[config.mk]
export PLATFORM = sky130hd
export DESIGN_NAME = vga_pattern_gen
export DESIGN_NICKNAME = d
export VERILOG_FILES = /design/src/rtl/vga_pkg.sv /design/src/rtl/vga_timing.sv /design/src/rtl/vga_pattern_gen.sv
export SDC_FILE = /design/constraint.sdc
export NUM_CORES = 1
export LEC_CHECK = 0
export ABC_AREA = 1
export BUFFER_PORTS_ARGS = -buffer_cell sky130_fd_sc_hd__clkbuf_2
export CORE_MARGIN = 8
export CORE_UTILIZATION = 53
export DETAILED_ROUTE_END_ITERATION = 12
export MAX_ROUTING_LAYER = met4
export PLACE_DENSITY = 0.87
export SLEW_MARGIN = 20
export SYNTH_ARGS = -nofsm -noshare
export SYNTH_HDL_FRONTEND = slang
export SYNTH_HIERARCHICAL = 1
export SYNTH_SLANG_ARGS = --single-unit
[constraint.sdc]
create_clock -name clk -period 3.6 [get_ports clk]
set_input_delay 0.36 -clock clk [delete_from_list [all_inputs] [get_ports clk]]
set_output_delay 0.36 -clock clk [all_outputs]
set_load 0.03 [all_outputs]
[src/rtl/vga_pkg.sv]
// Shared definitions for the VGA test-pattern generator.
//   - mode_e       : pattern select encoding
//   - DEF_*        : default 640x480@60 timing (25 MHz pixel clock)
//   - COLOR_*      : full-scale RGB565 colour constants
//   - BAR_COLORS   : colour-bar order, index 0 is the leftmost bar
package vga_pkg;

  typedef enum logic [1:0] {
    MODE_SOLID   = 2'd0,
    MODE_BARS    = 2'd1,
    MODE_CHECKER = 2'd2,
    MODE_GRID    = 2'd3
  } mode_e;

  // Default 640x480@60 timing
  localparam int DEF_CLK_DIV    = 2;
  localparam int DEF_H_ACTIVE   = 640;
  localparam int DEF_H_FP       = 16;
  localparam int DEF_H_SYNC     = 96;
  localparam int DEF_H_BP       = 48;
  localparam int DEF_V_ACTIVE   = 480;
  localparam int DEF_V_FP       = 10;
  localparam int DEF_V_SYNC     = 2;
  localparam int DEF_V_BP       = 33;
  localparam int DEF_CELL_SHIFT = 5;

  // RGB565 colours, full-scale components
  localparam logic [15:0] COLOR_WHITE   = 16'hFFFF;
  localparam logic [15:0] COLOR_YELLOW  = 16'hFFE0;
  localparam logic [15:0] COLOR_CYAN    = 16'h07FF;
  localparam logic [15:0] COLOR_GREEN   = 16'h07E0;
  localparam logic [15:0] COLOR_MAGENTA = 16'hF81F;
  localparam logic [15:0] COLOR_RED     = 16'hF800;
  localparam logic [15:0] COLOR_BLUE    = 16'h001F;
  localparam logic [15:0] COLOR_BLACK   = 16'h0000;

  // Packed so that element [0] is the leftmost bar (white)
  localparam logic [7:0][15:0] BAR_COLORS = {
    COLOR_BLACK, COLOR_BLUE, COLOR_RED, COLOR_MAGENTA,
    COLOR_GREEN, COLOR_CYAN, COLOR_YELLOW, COLOR_WHITE
  };

endpackage

[src/rtl/vga_timing.sv]
// VGA raster timing: pixel-rate divider, horizontal/vertical counters,
// sync and DE generation, and blanking-gated pixel coordinates.
//
// Ports
//   clk, rst_n      : system clock, asynchronous active-low reset
//   pix_en          : one-clock pixel strobe (always high when CLK_DIV=1)
//   h_cnt, v_cnt    : raw raster counters (current pixel, unregistered view)
//   active          : h_cnt/v_cnt lie inside the visible area (combinational)
//   hsync, vsync    : registered sync outputs, polarity set by HS_POL/VS_POL
//   de              : registered active-video qualifier
//   x, y            : registered coordinate, zero during blanking
//   frame_start     : registered, high for the whole pixel period of (0,0)
//
// The registered outputs load on pix_en from the counter value present in
// that same cycle, so they lag the counters by one clock and stay mutually
// aligned with anything else registered on pix_en from the same counters.
module vga_timing
  import vga_pkg::*;
#(
  parameter int CLK_DIV  = DEF_CLK_DIV,
  parameter int H_ACTIVE = DEF_H_ACTIVE,
  parameter int H_FP     = DEF_H_FP,
  parameter int H_SYNC   = DEF_H_SYNC,
  parameter int H_BP     = DEF_H_BP,
  parameter int V_ACTIVE = DEF_V_ACTIVE,
  parameter int V_FP     = DEF_V_FP,
  parameter int V_SYNC   = DEF_V_SYNC,
  parameter int V_BP     = DEF_V_BP,
  parameter bit HS_POL   = 1'b0,
  parameter bit VS_POL   = 1'b0,
  localparam int H_TOTAL = H_ACTIVE + H_FP + H_SYNC + H_BP,
  localparam int V_TOTAL = V_ACTIVE + V_FP + V_SYNC + V_BP,
  localparam int H_W     = $clog2(H_TOTAL),
  localparam int V_W     = $clog2(V_TOTAL)
) (
  input  logic           clk,
  input  logic           rst_n,
  output logic           pix_en,
  output logic [H_W-1:0] h_cnt,
  output logic [V_W-1:0] v_cnt,
  output logic           active,
  output logic           hsync,
  output logic           vsync,
  output logic           de,
  output logic [H_W-1:0] x,
  output logic [V_W-1:0] y,
  output logic           frame_start
);

  // A 1-bit counter pinned at 0 covers CLK_DIV=1: it always equals DIV_LAST.
  localparam int DIV_W = (CLK_DIV > 1) ? $clog2(CLK_DIV) : 1;
  localparam logic [DIV_W-1:0] DIV_LAST = DIV_W'(CLK_DIV - 1);

  localparam logic [H_W-1:0] H_LAST       = H_W'(H_TOTAL - 1);
  localparam logic [H_W-1:0] H_ACT_END    = H_W'(H_ACTIVE);
  localparam logic [H_W-1:0] H_SYNC_FIRST = H_W'(H_ACTIVE + H_FP);
  localparam logic [H_W-1:0] H_SYNC_LAST  = H_W'(H_ACTIVE + H_FP + H_SYNC - 1);

  localparam logic [V_W-1:0] V_LAST       = V_W'(V_TOTAL - 1);
  localparam logic [V_W-1:0] V_ACT_END    = V_W'(V_ACTIVE);
  localparam logic [V_W-1:0] V_SYNC_FIRST = V_W'(V_ACTIVE + V_FP);
  localparam logic [V_W-1:0] V_SYNC_LAST  = V_W'(V_ACTIVE + V_FP + V_SYNC - 1);

  logic [DIV_W-1:0] div_cnt_reg;
  logic [H_W-1:0]   h_cnt_reg;
  logic [V_W-1:0]   v_cnt_reg;
  logic             hsync_reg, vsync_reg, de_reg, frame_start_reg;
  logic [H_W-1:0]   x_reg;
  logic [V_W-1:0]   y_reg;

  logic h_sync_now, v_sync_now;

  assign pix_en = (div_cnt_reg == DIV_LAST);

  always_ff @(posedge clk or negedge rst_n) begin
    if (!rst_n) begin
      div_cnt_reg <= '0;
    end else if (pix_en) begin
      div_cnt_reg <= '0;
    end else begin
      div_cnt_reg <= div_cnt_reg + DIV_W'(1);
    end
  end

  always_ff @(posedge clk or negedge rst_n) begin
    if (!rst_n) begin
      h_cnt_reg <= '0;
      v_cnt_reg <= '0;
    end else if (pix_en) begin
      if (h_cnt_reg == H_LAST) begin
        h_cnt_reg <= '0;
        v_cnt_reg <= (v_cnt_reg == V_LAST) ? '0 : v_cnt_reg + V_W'(1);
      end else begin
        h_cnt_reg <= h_cnt_reg + H_W'(1);
      end
    end
  end

  assign h_cnt      = h_cnt_reg;
  assign v_cnt      = v_cnt_reg;
  assign active     = (h_cnt_reg < H_ACT_END) && (v_cnt_reg < V_ACT_END);
  assign h_sync_now = (h_cnt_reg >= H_SYNC_FIRST) && (h_cnt_reg <= H_SYNC_LAST);
  assign v_sync_now = (v_cnt_reg >= V_SYNC_FIRST) && (v_cnt_reg <= V_SYNC_LAST);

  // Sync outputs rest at their inactive level, including during reset.
  always_ff @(posedge clk or negedge rst_n) begin
    if (!rst_n) begin
      hsync_reg       <= ~HS_POL;
      vsync_reg       <= ~VS_POL;
      de_reg          <= 1'b0;
      x_reg           <= '0;
      y_reg           <= '0;
      frame_start_reg <= 1'b0;
    end else if (pix_en) begin
      hsync_reg       <= h_sync_now ? HS_POL : ~HS_POL;
      vsync_reg       <= v_sync_now ? VS_POL : ~VS_POL;
      de_reg          <= active;
      x_reg           <= active ? h_cnt_reg : '0;
      y_reg           <= active ? v_cnt_reg : '0;
      frame_start_reg <= (h_cnt_reg == '0) && (v_cnt_reg == '0);
    end
  end

  assign hsync       = hsync_reg;
  assign vsync       = vsync_reg;
  assign de          = de_reg;
  assign x           = x_reg;
  assign y           = y_reg;
  assign frame_start = frame_start_reg;

endmodule

[src/rtl/vga_pattern_gen.sv]
// VGA test-pattern generator: raster timing plus four selectable patterns
// (solid, colour bars, checker, grid) on an RGB565 output.
//
// Ports
//   clk, rst_n          : system clock, asynchronous active-low reset
//   mode                : pattern select, sampled once per frame at (0,0)
//   solid_color         : RGB565 for solid mode / grid background, sampled
//                         together with mode
//   R, G, B             : registered RGB565 pixel, zero while DE is low
//   HSYNC, VSYNC        : registered syncs
//   DE                  : registered active-video qualifier
//   x, y                : registered coordinate aligned with DE
//   frame_start         : high for the pixel period of (0,0)
module vga_pattern_gen
  import vga_pkg::*;
#(
  parameter int CLK_DIV    = DEF_CLK_DIV,
  parameter int H_ACTIVE   = DEF_H_ACTIVE,
  parameter int H_FP       = DEF_H_FP,
  parameter int H_SYNC     = DEF_H_SYNC,
  parameter int H_BP       = DEF_H_BP,
  parameter int V_ACTIVE   = DEF_V_ACTIVE,
  parameter int V_FP       = DEF_V_FP,
  parameter int V_SYNC     = DEF_V_SYNC,
  parameter int V_BP       = DEF_V_BP,
  parameter bit HS_POL     = 1'b0,
  parameter bit VS_POL     = 1'b0,
  parameter int CELL_SHIFT = DEF_CELL_SHIFT,
  localparam int H_TOTAL   = H_ACTIVE + H_FP + H_SYNC + H_BP,
  localparam int V_TOTAL   = V_ACTIVE + V_FP + V_SYNC + V_BP,
  localparam int H_W       = $clog2(H_TOTAL),
  localparam int V_W       = $clog2(V_TOTAL)
) (
  input  logic           clk,
  input  logic           rst_n,
  input  logic [1:0]     mode,
  input  logic [15:0]    solid_color,
  output logic [4:0]     R,
  output logic [5:0]     G,
  output logic [4:0]     B,
  output logic           HSYNC,
  output logic           VSYNC,
  output logic           DE,
  output logic [H_W-1:0] x,
  output logic [V_W-1:0] y,
  output logic           frame_start
);

  localparam int BAR_W = H_ACTIVE / 8;
  localparam logic [H_W-1:0] H_ACT_LAST = H_W'(H_ACTIVE - 1);
  localparam logic [V_W-1:0] V_ACT_LAST = V_W'(V_ACTIVE - 1);

  logic           pix_en;
  logic [H_W-1:0] h_cnt;
  logic [V_W-1:0] v_cnt;
  logic           active;

  vga_timing #(
    .CLK_DIV  (CLK_DIV),
    .H_ACTIVE (H_ACTIVE),
    .H_FP     (H_FP),
    .H_SYNC   (H_SYNC),
    .H_BP     (H_BP),
    .V_ACTIVE (V_ACTIVE),
    .V_FP     (V_FP),
    .V_SYNC   (V_SYNC),
    .V_BP     (V_BP),
    .HS_POL   (HS_POL),
    .VS_POL   (VS_POL)
  ) u_timing (
    .clk         (clk),
    .rst_n       (rst_n),
    .pix_en      (pix_en),
    .h_cnt       (h_cnt),
    .v_cnt       (v_cnt),
    .active      (active),
    .hsync       (HSYNC),
    .vsync       (VSYNC),
    .de          (DE),
    .x           (x),
    .y           (y),
    .frame_start (frame_start)
  );

  // ---------------------------------------------------------------------
  // Per-frame mode/colour latch. Pixel (0,0) itself already uses the newly
  // sampled inputs, so the effective selection bypasses the latch there.
  // ---------------------------------------------------------------------
  mode_e       mode_reg;
  logic [15:0] color_reg;
  logic        frame_origin;
  mode_e       eff_mode;
  logic [15:0] eff_color;

  assign frame_origin = (h_cnt == '0) && (v_cnt == '0);
  assign eff_mode     = frame_origin ? mode_e'(mode) : mode_reg;
  assign eff_color    = frame_origin ? solid_color : color_reg;

  // ---------------------------------------------------------------------
  // Colour bars: one comparator per bar edge; the number of edges already
  // passed is the bar index. Index 8 means the remainder pixels past the
  // last full bar, which are black.
  // ---------------------------------------------------------------------
  logic [7:0]  bar_ge;
  logic [3:0]  bar_idx;
  logic [15:0] bar_color;

  genvar gi;
  generate
    for (gi = 0; gi < 8; gi++) begin : g_bar_edge
      assign bar_ge[gi] = (h_cnt >= H_W'((gi + 1) * BAR_W));
    end
  endgenerate

  always_comb begin
    bar_idx = '0;
    for (int i = 0; i < 8; i++) begin
      bar_idx = bar_idx + {3'b000, bar_ge[i]};
    end
  end

  assign bar_color = bar_idx[3] ? COLOR_BLACK : BAR_COLORS[bar_idx[2:0]];

  // ---------------------------------------------------------------------
  // Checker and grid use the raw counters; inside active video these equal
  // the x/y coordinate, and outside it the result is masked to black.
  // ---------------------------------------------------------------------
  logic checker_white;
  logic grid_line;

  assign checker_white = h_cnt[CELL_SHIFT] ^ v_cnt[CELL_SHIFT];
  assign grid_line     = (h_cnt[CELL_SHIFT-1:0] == '0) ||
                         (v_cnt[CELL_SHIFT-1:0] == '0) ||
                         (h_cnt == H_ACT_LAST) ||
                         (v_cnt == V_ACT_LAST);

  logic [15:0] pattern_color;

  always_comb begin
    pattern_color = COLOR_BLACK;
    case (eff_mode)
      MODE_SOLID:   pattern_color = eff_color;
      MODE_BARS:    pattern_color = bar_color;
      MODE_CHECKER: pattern_color = checker_white ? COLOR_WHITE : COLOR_BLACK;
      MODE_GRID:    pattern_color = grid_line ? COLOR_WHITE : eff_color;
      default:      pattern_color = COLOR_BLACK;
    endcase
  end

  // ---------------------------------------------------------------------
  // Output pixel register, loaded on the same pix_en as the timing outputs.
  // ---------------------------------------------------------------------
  logic [15:0] rgb_reg;

  always_ff @(posedge clk or negedge rst_n) begin
    if (!rst_n) begin
      mode_reg  <= MODE_SOLID;
      color_reg <= '0;
      rgb_reg   <= '0;
    end else if (pix_en) begin
      if (frame_origin) begin
        mode_reg  <= mode_e'(mode);
        color_reg <= solid_color;
      end
      rgb_reg <= active ? pattern_color : COLOR_BLACK;
    end
  end

  assign R = rgb_reg[15:11];
  assign G = rgb_reg[10:5];
  assign B = rgb_reg[4:0];

endmodule

==> results of run 1 <==
## repair_timing
item	in CTS	in global routing
pin swaps	8	3
resized for setup	10	6
buffers inserted	11	2
setup endpoints to repair	11	11
## area by class of cell
class / instances / area [µm²]
multi-input combinational: 486 / 2341
clock buffer: 9 / 123.9
timing repair buffer: 85 / 505.5
inverter: 81 / 306.5
clock inverter: 7 / 87.58
sequential: 79 / 1983
tap: 108 / 135.1
fill: 758 / 3196
## cell usage in the layout (no fill, tap or decap), types with 11 or more instances in the layout
cell type,synthesis,final
nand2_1,277,276
clkbuf_2,0,58
o21ai_0,35,35
nor2_1,43,39
dfrtp_1,77,74
o21ai_1,16,16
nand4_1,11,11
buf_4,2,26
nand3_1,39,39
inv_1,77,71
## worst reg2reg max path: stages (launching register included)
cell and delay (ns):
dfrtp_1 0.43, inv_2 0.06, nor2_2 0.10, nor2_1 0.06, fa_1 0.50, inv_1 0.05
fa_1 0.49, inv_2 0.04, fa_1 0.45, inv_1 0.07, ha_2 0.19, inv_2 0.04
fa_2 0.52, inv_1 0.04, nor2_1 0.08, nand3_1 0.08, nand2_1 0.09, inv_2 0.07
nand2_1 0.06, nand2_1 0.06, nand2_1 0.06
## stage by stage
stage / hold slack (ns) / std cells / util (%) / area [µm²] / worst slack (ns)
floorplan: 0.06441 / 669 / - / 4720 / 0.001989
finish: -0.03022 / 855 / 63.18 / 5483 / 0.01452
global route: 0.008417 / 855 / 63.18 / 5483 / -0.1356
detailed placement: 0.4653 / 825 / 58.98 / 5119 / -0.1911
CTS: 0.2011 / 852 / 62.60 / 5433 / -0.01708
global placement: 0.4638 / 825 / 58.98 / 5119 / -0.01362
## power groups by stage
stage | sequential (mW) | clock, mW | combinational (mW)
2_1_floorplan | 0.980 | 0 | 0.0688
3_3_place_gp | 0.946 | 0 | 0.159
3_5_place_dp | 0.947 | 0 | 0.165
4_1_cts | 0.930 | 0.727 | 0.166
5_1_grt | 0.934 | 0.761 | 0.187
6_report | 0.930 | 0.719 | 0.167
## routing by layer
layer	vias up	track usage [%]	share of wire [%]	routed length, µm
met3	28	3.488	6.6	780
li1	2218	-	-	-
met1	2089	24.76	42	4941
met2	156	34.09	49	5829
met5	-	-	0	0
met4	0	8.849	2.1	252
## logic make-up after synthesis
group | after synthesis | synth area share [%]
xor gates and xnor gates | 9 | 1.671
and+or+nand+nor | 405 | 36.90
buffers and inverters | 104 | 9.125
AOI/OAI and AO/OA | 61 | 6.791
adders and majority gates | 11 | 3.554
DFF | 79 | 41.96
## worst paths after layout
check | startpoint | to | slack (ns) | cells after the start
max | u_timing/h_cnt[8] | rgb_reg[12] | 0.01 | 20
min | rst_n | rgb_reg[4] | -0.03 | 1
max reg2reg | u_timing/h_cnt[8] | rgb_reg[12] | 0.01 | 20
min reg2reg | u_timing/x[4] | u_timing/x[4] | 0.48 | 2
max in group asynchronous | rst_n | u_timing/vsync | 2.96 | 2
min in group clk | solid_color[9] | color_reg[9] | 0.36 | 3
==> impl_metrics.yaml, run 1 <==
synthesis:
  synth.top_cell.area_share_pct: 40.85
  synth-edff-count: 0
  synth_warnings: 6
  async_reset_ff_share_pct: 100.0
  ys_seq_area_share_pct: 41.96
  synth-seq-cells: 79
  yosysTopAreaCell: "dfrtp_1"
  synth.avg_cell_area_um2: 7.051
  synth_most_common_cell: "nand2_1"
  synth_area_um2: 4717
  netlist_top_cells_count: "nand2_1 (277), dfrtp_1 (77), inv_1 (77)"
  netlist_instances: 669
  yosys.cell_types.count: 39
  syn_nets: 700
  synthTopCellsByArea: "dfrtp_1 (41%), nand2_1 (22%), inv_1 (6.1%), nand3_1 (4.1%), o21ai_0 (3.7%)"
  synth_ff_type: "dfrtp_1"
outcome:
  failed_checks: "negative hold slack"
  outcome: "finished with violations"
global_routing:
  gr-total-overflow: 0
  antenna_found_initial: 0
  first_global_vias: 4356
  grt_pass1_wl_mm: 19.66
  grt_max_degree: 80
  grt_usage_pct: 20.78
power:
  power_density_nw_per_um2: 331.3
  switchingPower_mw: 0.4678
  peakVddDrop_uv: 161.2
  switching_share_pct: 25.76
  pwr-share-comb_pct: 9.2
  power_frac_seq_pct: 51.2
  internal_power_mw: 1.349
  leakage_nw: 2.961
  power_mw: 1.816
  clock_power_share_pct: 39.6
clock_tree:
  cts_root_buffer: "clkbuf_8"
  clk_transition_reported_paths_ns: 0.09
  cts_buffers: 9
  cts_tree: "built"
  cts-htree-levels: 3
  clk_latency_ns: 0.36
  clock_path_buffers: 2
  cts_num_sinks: 79
  cts_hold_buf: 0
die:
  die_h_um: 110.3
  dieArea_um2: 12170
  dieWidth_um: 110.3
  fp-row-count: 34
  top_level_ports: 60
  core_um2: 8678
  initial_core_util_pct: 54.35
critical_path:
  path_class: "register to register"
  critPathMaxStageDelay_ns: 0.52
  critical_path_peak_fanout: 5
  path_cells: "inv_2, nor2_2, nor2_1, fa_1, inv_1, fa_1, inv_2, fa_1, inv_1, ha_2, inv_2, fa_2, inv_1, nor2_1, nand3_1, nand2_1, inv_2, nand2_1, nand2_1, nand2_1"
  worstSetupEndpointType: "register"
  arrival_ns: 3.89
  crit_required_ns: 3.90
  crit_path_start_kind: "register"
  critPathSlowestCell: "fa_2"
  crit_buf_inv: 7
  crit_family: "adder cells"
timing:
  max_freq_mhz: 278.9
  finalSetupViolCount: 0
  final.period_utilization_pct: 99.60
  hold_ws_ns: -0.03022
  slew_viol_final: 0
  final_hold_viol_count: 33
  worst_pin_slew_ns: 0.6878
  tns_ns: 0
  fin_worst_skew_ns: 0.01082
  max_slew_margin_pct: 54.10
  rsz0062_at_grt: "yes"
  min_period_ns: 3.585
layout:
  final_nets: 773
  diodes: 0
  drive_gt1_share_pct: 19.81
  area_growth_syn_to_layout_pct: 16.23
route:
  viasPerCell: 5.253
  drc: 0
  wl_per_cell_um: 13.81
  drt_pre_antenna_iters: 7
  first_iter_violations: 282
  vias: 4491
  wirelength_mm: 11.80
  ant_nets: 0
placement:
  gp_congestion: 1.001
  port_buffers: 59
  dp_hpwl_mm: 8.286
min_path:
  hp-class: "primary input to async pin"
flow_run:
  cap_violations: 0
No activity file was read; power rests on OpenSTA's default activity.
==> inputs of run 2 (changes only) <==
BUFFER_PORTS_ARGS = -buffer_cell sky130_fd_sc_hd__buf_2   (was -buffer_cell sky130_fd_sc_hd__clkbuf_2)
RECOVER_POWER = 100   (was not set)
==> impl_metrics.yaml, run 2 (synthesized netlist as in run 1, its figures left out) <==
outcome:
  outcome: "finished with violations"
  failed_checks: "max-capacitance violations, max-slew violations, negative setup slack"
power:
  leakage_nw: 2.806
  internal_power_mw: 1.292
  power_density_nw_per_um2: 326.9
  pwr-share-comb_pct: 9.1
  switching_share_pct: 26.32
  switchingPower_mw: 0.4613
  power_frac_seq_pct: 53.1
  clock_power_share_pct: 37.8
  peakVddDrop_uv: 187.4
clock_tree:
  cts_buffers: 9
  cts_num_sinks: 79
  cts-htree-levels: 3
  cts_hold_buf: 0
  clock_path_buffers: 2
  cts_tree: "built"
  cts_root_buffer: "clkbuf_8"
  clk_transition_reported_paths_ns: 0.08
  clk_latency_ns: 0.35
die:
  dieWidth_um: 110.3
  top_level_ports: 60
  initial_core_util_pct: 54.35
  dieArea_um2: 12170
  core_um2: 8678
  fp-row-count: 34
  die_h_um: 110.3
layout:
  layout_common_cells: "nand2_1 (274), dfrtp_1 (75), inv_1 (71)"
  area_growth_syn_to_layout_pct: 13.69
  final_common_cell: "nand2_1"
  fin_area_um2: 5363
  fillerInstances: 806
  diodes: 0
  drive_gt1_share_pct: 13.34
  final_cells: 850
  final_nets: 768
  final_util_pct: 61.79
critical_path:
  crit_required_ns: 3.90
  critPathSlowestCell: "fa_1"
  critPathMaxStageDelay_ns: 0.52
  worstRegToRegCells: 19
  arrival_ns: 3.92
  path_cells: "nor2_1, o21a_1, fa_1, inv_2, fa_1, inv_2, fa_1, inv_1, ha_2, inv_2, fa_2, inv_1, nor2_1, nand3_1, nand2_1, inv_2, nand2_1, nand2_1, nand2_1"
  crit_path_start_kind: "register"
  regToRegSetupSlack_ns: -0.02
  critical_path_peak_fanout: 5
  worstSetupEndpointType: "register"
  path_class: "register to register"
placement:
  port_buffers: 59
  placed_area_um2: 5126
  dp_hpwl_mm: 8.450
  placed_cells: 826
  gp_congestion: 0.9933
timing:
  min_period_ns: 3.620
  finalSetupViolCount: 3
  final.period_utilization_pct: 100.5
  fin_worst_skew_ns: 0.008255
  max_slew_margin_pct: -28.24
  slew_viol_final: 80
  max_freq_mhz: 276.3
  final_hold_viol_count: 0
  worst_pin_slew_ns: 1.924
  fin_ws_ns: -0.01966
  tns_ns: -0.03824
  rsz0062_at_grt: "yes"
global_routing:
  antenna_found_initial: 0
  first_global_vias: 4496
  grt_max_degree: 80
  grt_usage_pct: 21.11
  grt_pass1_wl_mm: 20.21
  gr-total-overflow: 0
route:
  drt_pre_antenna_iters: 5
  drc: 0
  vias: 4532
  wl_per_cell_um: 14.07
  viasPerCell: 5.332
  wirelength_mm: 11.96
  first_iter_violations: 393
  ant_nets: 0
min_path:
  hold_path_depth: 3
  hp-class: "primary input to register"
flow_run:
  cap_violations: 1
-- run 2: changes by cell type in the layout (fill, tap and decap cells not counted), moves of 2 or more --
| cell | before | now |
|---|---|---|
| buf_2 | 0 | 18 |
| clkbuf_2 | 58 | 1 |
| nand2_2 | 7 | 9 |
| buf_4 | 26 | 21 |
| clkbuf_1 | 0 | 40 |
| nor2_1 | 39 | 44 |
| nand2_1 | 276 | 274 |
| nor2_2 | 8 | 2 |
-- run 2: path summary, 6_finish.rpt --
path                                   startpoint           endpoint
worst max-delay path            u_timing/h_cnt[6]        rgb_reg[15]
worst min-delay path              solid_color[10]      color_reg[10]
worst max register to register  u_timing/h_cnt[6]        rgb_reg[15]
worst min register to register      u_timing/y[1]      u_timing/y[1]
max in group asynchronous                   rst_n  u_timing/h_cnt[9]
min in group asynchronous                   rst_n         rgb_reg[2]
-- run 2: cell type report --
| type | instances | area, µm² | area share [%] |
|---|---|---|---|
| clock buffer | 10 | 137.6 | 2.566 |
| clock inverter | 6 | 60.06 | 1.120 |
| timing repair buffer | 80 | 402.9 | 7.513 |
| inverter | 81 | 306.5 | 5.716 |
| tap | 108 | 135.1 | 2.520 |
| multi-input combinational | 486 | 2338 | 43.61 |
| sequential | 79 | 1982 | 36.96 |
-- run 2: critical path: cells and delay by family (launching register included) --
family,cells,cell delay (ns)
AO/OA/AOI/OAI,1,0.19
adder cells (fa/ha/maj),5,2.13
buffers and inverters,6,0.31
flip-flops,1,0.43
AND/OR/NAND/NOR,7,0.51
-- run 2: power by group through the flow --
stage / Sequential, mW / Clock [mW] / Combinational, mW
after floorplan: 0.980 / 0 / 0.0688
after global placement: 0.945 / 0 / 0.159
after detailed placement: 0.948 / 0 / 0.165
after CTS: 0.930 / 0.678 / 0.166
after global routing: 0.934 / 0.718 / 0.178
final: 0.931 / 0.663 / 0.159
-- run 2: layer usage --
| metal | vias up | wire [µm] | GRT usage (%) |
|---|---|---|---|
| met5 | - | 0 | - |
| met1 | 2165 | 5006 | 24.25 |
| met3 | 14 | 776 | 3.953 |
| met4 | 0 | 125 | 5.138 |
| met2 | 152 | 6049 | 37.11 |
| li1 | 2201 | - | - |
-- run 2: per-stage QoR --
stage          hold WS [ns]  setup WS (ns)  power, mW
2_1_floorplan       0.06441       0.001989      1.049
3_3_place_gp         0.4597       -0.02310      1.105
3_5_place_dp         0.4610        -0.1705      1.112
4_1_cts              0.2084       0.007421      1.774
5_1_grt              0.3587        -0.1677      1.831
6_report             0.3622       -0.01966      1.753
-- run 2: what timing repair did --
action                                  CTS  global route
endpoints found under the setup margin   11            11
resized for setup                         6            10
buffers inserted                          7             1
pin swaps                                 8            14
